File: config.mk
export PLATFORM = sky130hd
export DESIGN_NAME = i2c_cfg_sequencer
export DESIGN_NICKNAME = d
export VERILOG_FILES = /design/src/rtl/i2c_cfg_pkg.sv /design/src/rtl/i2c_cfg_table.sv /design/src/rtl/i2c_cfg_sequencer.sv
export SDC_FILE = /design/constraint.sdc
export NUM_CORES = 1
export LEC_CHECK = 0
export CAP_MARGIN = 20
export CORE_MARGIN = 5
export CORE_UTILIZATION = 55
export DETAILED_ROUTE_END_ITERATION = 12
export PLACE_DENSITY = 0.87
export SYNTH_ARGS = -nofsm -noshare
export SYNTH_HDL_FRONTEND = slang
export SYNTH_HIERARCHICAL = 1
export SYNTH_SLANG_ARGS = --single-unit
export TNS_END_PERCENT = 10
File: constraint.sdc
create_clock -name clk_i2c -period 4.2 [get_ports clk_i2c]
set_clock_uncertainty 0.05 [all_clocks]
set_input_delay 0.63 -clock clk_i2c [delete_from_list [all_inputs] [get_ports clk_i2c]]
set_output_delay 0.63 -clock clk_i2c [all_outputs]
set_load 0.02 [all_outputs]
File: src/rtl/i2c_cfg_pkg.sv
// Shared types and default WM8731 register table for the I2C config sequencer.
// Optional build macro I2C_CFG_TABLE_WR_EN enables a runtime-writable table.
package i2c_cfg_pkg;

    typedef enum logic [2:0] {
        IDLE,
        PWRUP,
        LOAD,
        WAIT,
        CHECK,
        GAP,
        NEXT
    } cfg_state_e;

    localparam int GAP_CYCLES = 4;

    // Each entry is {reg[6:0], data[8:0]}
    function automatic logic [15:0] dflt_entry(input int idx);
        case (idx)
            0:       return {7'h0F, 9'h000};
            1:       return {7'h06, 9'h000};
            2:       return {7'h08, 9'h002};
            3:       return {7'h01, 9'h01A};
            4:       return {7'h00, 9'h01A};
            5:       return {7'h07, 9'h001};
            6:       return {7'h09, 9'h001};
            7:       return {7'h04, 9'h0F8};
            8:       return {7'h05, 9'h006};
            9:       return {7'h02, 9'h07B};
            10:      return {7'h03, 9'h07B};
            default: return 16'h0000;
        endcase
    endfunction

endpackage

File: src/rtl/i2c_cfg_table.sv
// Register table: constant ROM by default, reset-initialised RAM when
// I2C_CFG_TABLE_WR_EN is defined. Read port is identical in both builds.
module i2c_cfg_table
    import i2c_cfg_pkg::*;
#(
    parameter int MAX_CMD = 16,
    parameter int IDX_W   = 4
) (
    input  logic [IDX_W-1:0] rd_addr,
    output logic [15:0]      rd_data
`ifdef I2C_CFG_TABLE_WR_EN
    ,
    input  logic             clk_i2c,
    input  logic             reset_n,
    input  logic             we,
    input  logic [IDX_W-1:0] waddr,
    input  logic [15:0]      wdata
`endif
);

`ifdef I2C_CFG_TABLE_WR_EN
    logic [15:0] mem [MAX_CMD];

    always_ff @(posedge clk_i2c or negedge reset_n) begin
        if (!reset_n) begin
            for (int i = 0; i < MAX_CMD; i++) begin
                mem[i] <= dflt_entry(i);
            end
        end else if (we && (int'(waddr) < MAX_CMD)) begin
            mem[waddr] <= wdata;
        end
    end

    assign rd_data = mem[rd_addr];
`else
    assign rd_data = dflt_entry(int'(rd_addr));
`endif

endmodule

File: src/rtl/i2c_cfg_sequencer.sv
// Walks the register table and issues one 3-byte I2C write per entry, with
// NACK retry, power-up delay and re-run. Macro: I2C_CFG_TABLE_WR_EN.
module i2c_cfg_sequencer
    import i2c_cfg_pkg::*;
#(
    parameter int         NUM_CMD   = 11,
    parameter int         MAX_CMD   = 16,
    parameter logic [6:0] DEV_ADDR  = 7'h1A,
    parameter int         REG_AW    = 7,
    parameter int         DATA_W    = 9,
    parameter int         MAX_RETRY = 3,
    parameter int         PWRUP_DLY = 32,
    localparam int        IDX_W     = $clog2(MAX_CMD)
) (
    input  logic             clk_i2c,
    input  logic             reset_n,
    input  logic             start,
    output logic [23:0]      i2c_data,
    output logic             i2c_go,
    input  logic             i2c_end,
    input  logic [2:0]       i2c_ack,
    output logic             busy,
    output logic             done,
    output logic             error,
    output logic [IDX_W-1:0] cmd_idx,
    output logic [1:0]       retry_cnt
`ifdef I2C_CFG_TABLE_WR_EN
    ,
    input  logic             tbl_we,
    input  logic [IDX_W-1:0] tbl_addr,
    input  logic [15:0]      tbl_wdata
`endif
);

    if (REG_AW + DATA_W != 16) begin : g_bad_width
        $error("REG_AW + DATA_W must equal 16");
    end
    if (NUM_CMD < 1 || NUM_CMD > MAX_CMD) begin : g_bad_num
        $error("NUM_CMD must be in 1..MAX_CMD");
    end

    localparam int DLY_W = 16;
    localparam logic [DLY_W-1:0] PW_LAST  = DLY_W'(PWRUP_DLY - 1);
    localparam logic [DLY_W-1:0] GAP_LAST = DLY_W'(GAP_CYCLES - 1);
    localparam logic [IDX_W-1:0] LAST_IDX = IDX_W'(NUM_CMD - 1);
    localparam logic [1:0]       RTY_LIM  = 2'(MAX_RETRY);

    cfg_state_e       state_q, state_d;
    logic [DLY_W-1:0] dly_cnt;
    logic [15:0]      tbl_word;
    logic             nack, last_idx, can_retry, wait_armed;
    logic             clr_run, ld_xfer, ack_ok, inc_rty;
    logic             set_err, set_done, inc_idx;

    assign nack       = |i2c_ack;
    assign last_idx   = (cmd_idx == LAST_IDX);
    assign can_retry  = (retry_cnt < RTY_LIM);
    // First WAIT cycle may still see END held over from the previous transfer
    assign wait_armed = (dly_cnt != '0);

    i2c_cfg_table #(
        .MAX_CMD (MAX_CMD),
        .IDX_W   (IDX_W)
    ) u_table (
        .rd_addr (cmd_idx),
        .rd_data (tbl_word)
`ifdef I2C_CFG_TABLE_WR_EN
        ,
        .clk_i2c (clk_i2c),
        .reset_n (reset_n),
        .we      (tbl_we & ~busy),
        .waddr   (tbl_addr),
        .wdata   (tbl_wdata)
`endif
    );

    always_ff @(posedge clk_i2c or negedge reset_n) begin
        if (!reset_n) state_q <= PWRUP;
        else          state_q <= state_d;
    end

    always_comb begin
        state_d = state_q;
        unique case (state_q)
            IDLE:  if (start) state_d = PWRUP;
            PWRUP: if (dly_cnt == PW_LAST) state_d = LOAD;
            LOAD:  state_d = WAIT;
            WAIT:  if (wait_armed && i2c_end) state_d = CHECK;
            CHECK: begin
                if (!nack)          state_d = NEXT;
                else if (can_retry) state_d = GAP;
                else                state_d = IDLE;
            end
            GAP:   if (dly_cnt == GAP_LAST) state_d = LOAD;
            NEXT:  state_d = last_idx ? IDLE : GAP;
            default: state_d = IDLE;
        endcase
    end

    always_comb begin
        clr_run  = (state_q == IDLE) && start;
        ld_xfer  = (state_q == LOAD);
        ack_ok   = (state_q == CHECK) && !nack;
        inc_rty  = (state_q == CHECK) && nack && can_retry;
        set_err  = (state_q == CHECK) && nack && !can_retry;
        set_done = (state_q == NEXT) && last_idx;
        inc_idx  = (state_q == NEXT) && !last_idx;
    end

    always_ff @(posedge clk_i2c or negedge reset_n) begin
        if (!reset_n) begin
            i2c_go    <= 1'b0;
            i2c_data  <= '0;
            busy      <= 1'b0;
            done      <= 1'b0;
            error     <= 1'b0;
            cmd_idx   <= '0;
            retry_cnt <= '0;
            dly_cnt   <= '0;
        end else begin
            busy   <= (state_d != IDLE);
            i2c_go <= (state_d == WAIT);
            if (state_d != state_q) dly_cnt <= '0;
            else if (!(&dly_cnt))   dly_cnt <= dly_cnt + DLY_W'(1);
            if (ld_xfer) i2c_data <= {DEV_ADDR, 1'b0, tbl_word};
            if (clr_run) begin
                done      <= 1'b0;
                error     <= 1'b0;
                cmd_idx   <= '0;
                retry_cnt <= '0;
            end
            if (ack_ok)   retry_cnt <= '0;
            if (inc_rty)  retry_cnt <= retry_cnt + 2'd1;
            if (set_err)  error <= 1'b1;
            if (set_done) done <= 1'b1;
            if (inc_idx)  cmd_idx <= cmd_idx + IDX_W'(1);
        end
    end

endmodule

==> flow_summary.ini <==
[run_status]
status = finished, final reports clean

[synth]
ys_warn_count = 6
avgSynthCellArea_um2 = 9.98
yosysSeqAreaShare_pct = 43.4
synth_edf_count = 0
netlist_instances = 266
syn_area_mm2 = 0.00266
yosys-top-cells-area = dfrtp_1 42%, mux2_2 8.1%, ha_1 4.2%
synthFlopType = dfrtp_1
ys_types = 54
synth_seq_cells = 46
synthArstFlopShare_pct = 100
yosysTopAreaCell = dfrtp_1
synth.top_cell.area_share_pct = 42.4

[power]
p_int_uw = 1030
peakVddDrop_v = 0.000308
switching_share_pct = 34.2
seq_power_share_pct = 40.5
power_switching_uw = 533
p_per_area_mw_per_mm2 = 501
p_comb_share_pct = 34.4
p_leak_uw = 0.00137
power_frac_clock_pct = 25.0

[cells_and_area]
fin_util_pct = 66.5
drive_gt1_share_pct = 12.8
seqCellArea_mm2 = 0.00115
fillers = 390
antennaDiodeCount = 0
area_delta_synth_final_pct = 17.4
final_common_cell = dfrtp_1
final_nets = 312
final_cell_mix = 45 x dfrtp_1, 34 x clkdlybuf4s50_1, 28 x nor2_1, 19 x mux2_2, 18 x nand2_1
multiInputGateArea_mm2 = 0.00136

[cts]
cts-resized-gates = 0
clkTransAtPathRegs_ns = 0.09
root_buffer = clkbuf_8
cts.sinks = 46
cts_hold_buffers = 0
cts_tree = done
htree_levels = 2
cts_setup_buffers = 0
clk_path_buf_depth = 2
clk_latency_ns = 0.30
cts_inserted_buffers = 5

[die]
initial_core_util_pct = 56.6
ioPinCount = 41
dieHeight_um = 79.5
core_area_mm2 = 0.00469
die_w_um = 79.5
rows = 25
die_area_mm2 = 0.00632

[drt]
final_antenna_net_count = 0
vias = 1979
drt_pass1_iterations = 4
wl_um = 5220
route.detailed.drc = 0
wl_per_cell_um = 14.9
avgViaCountPerCell = 5.64
drt-initial-drc-count = 116

[global_route]
grt_pass1_wl_um = 8720
grt_pass1_vias = 1880
grt_overflow = 0
grt_max_degree = 47
grt_use_total_pct = 17.3
grt_antenna_before_repair = 0

[timing]
hold_viol_final = 0
period_share_pct = 65.6
fmax_mhz = 363
drv_slew = 0
period_needed_ns = 2.75
rsz0062_at_grt = no
worstMarginPinSlew_ns = 0.798
setup_viol = 0
slew_headroom_pct = 45.4
fin_tns_setup_ns = 0

[worst_setup_path]
slowest_stage = a2111oi_0
arrival_ns = 2.92
end_kind = register
startpoint_type = input port
critical-path-max-stage-delay_ns = 0.65
worstSetupPathType = in -> reg
worstPathCellList = clkdlybuf4s50_1 > or3_1 > and4b_1 > a2111oi_0 > o32ai_4 > nor3_1
required_ns = 4.37
cp_max_fo = 16

[place]
post-dp-hpwl_um = 3650
io_buffers = 35
gp_congestion = 0.846

[hold_path]
min_path_type = in -> async

[job]
cap_violations = 0
-- per-layer routing --
metal  global-route usage (%)  wire length, um  vias up
met3                     3.61              182        7
met4                     5.15               61        0
met2                     30.4             2580       42
met5                        0                0        -
met1                     21.3             2390      930
li1                         -                -     1000
-- synth_stat cells (2+ instances only) --
cell / count
a31oi_1: 5
xor2_1: 6
nor2b_1: 3
nor2_1: 28
clkbuf_1: 4
xnor2_1: 5
buf_4: 14
and4_1: 2
a211oi_1: 5
nand3b_1: 2
nand3_1: 7
nand4_1: 3
a21o_1: 2
ha_1: 9
nor3_1: 6
a21oi_1: 9
or4_1: 2
buf_2: 2
or3_1: 6
o21ai_1: 3
o21a_1: 2
dfrtp_1: 45
o21bai_1: 2
mux2_2: 19
nand2_1: 18
or4_4: 2
o21ai_0: 12
and3_1: 3
inv_1: 7
and2_1: 4
conb_1: 2
o31ai_1: 5
-- critical path, delay by kind of cell --
family	cells	cell delay, ns
and+or+nand+nor	3	0.91
AOI/OAI and AO/OA	2	0.95
buffers and inverters	1	0.44
-- registers in the layout, indices dropped and copies added, names as in the netlist --
| register | count |
|---|---|
| busy | 1 |
| dly_cnt | 16 |
| state_q | 3 |
| i2c_go | 1 |
| error | 1 |
| cmd_idx | 4 |
| done | 1 |
| i2c_data | 17 |
| retry_cnt | 2 |
-- area by class of cell --
type | count | area share, %
repair buffers | 37 | 12.0
inverters | 7 | 0.843
multi-input cells | 199 | 43.7
well taps | 54 | 2.17
flip-flops and latches | 46 | 37.0
clock inverters | 3 | 2.21
clock buffers | 5 | 2.21
-- power by group through the flow --
stage	sequential (uW)	clock, uW	combinational (uW)
after floorplan	674	0	323
after global placement	633	0	523
after detailed placement	639	0	537
after global routing	651	413	588
after CTS	633	396	540
final	633	391	538
-- through the flow --
step | total power (uW) | cells | setup WS, ns | cell area, um2 | hold slack, ns
after global routing | 1650 | 351 | 1.30 | 3120 | 0.102
after CTS | 1570 | 350 | 1.48 | 3100 | 0.453
final | 1560 | 351 | 1.45 | 3120 | 0.0974
after floorplan | 997 | 273 | 1.83 | 2680 | 0.284
after global placement | 1160 | 342 | 1.24 | 2960 | 0.421
after detailed placement | 1180 | 342 | 1.17 | 2960 | 0.428
-- cells by family (layout without fill, tap and decap cells) --
group	Yosys count	count (layout)	share of synthesized area, %
AND/OR/NAND/NOR	95	95	19.1
adder cells (fa/ha/maj)	9	9	4.24
AO/OA/AOI/OAI	55	55	14.6
flip-flops	46	46	43.4
XOR/XNOR	11	11	3.63
buffers and inverters	28	52	6.31
multiplexers	20	20	8.44
other	2	9	0.283
-- worst paths after layout --
path / from / end / slack, ns / depth (start not counted)
hold / removal: reset_n / cmd_idx[2]$_DFFE_PN0P_ / 0.1 / 1
hold reg to reg: done$_DFFE_PN0P_ / done$_DFFE_PN0P_ / 0.46 / 2
setup reg to reg: dly_cnt[5]$_DFFE_PN0P_ / dly_cnt[4]$_DFFE_PN0P_ / 1.47 / 5
min in group clk_i2c: done$_DFFE_PN0P_ / done$_DFFE_PN0P_ / 0.46 / 2
max in group asynchronous: reset_n / state_q[0]$_DFF_PN1_ / 3.50 / 2
setup / recovery: i2c_ack[1] / dly_cnt[4]$_DFFE_PN0P_ / 1.45 / 6
(Power assumes the default switching activity.)
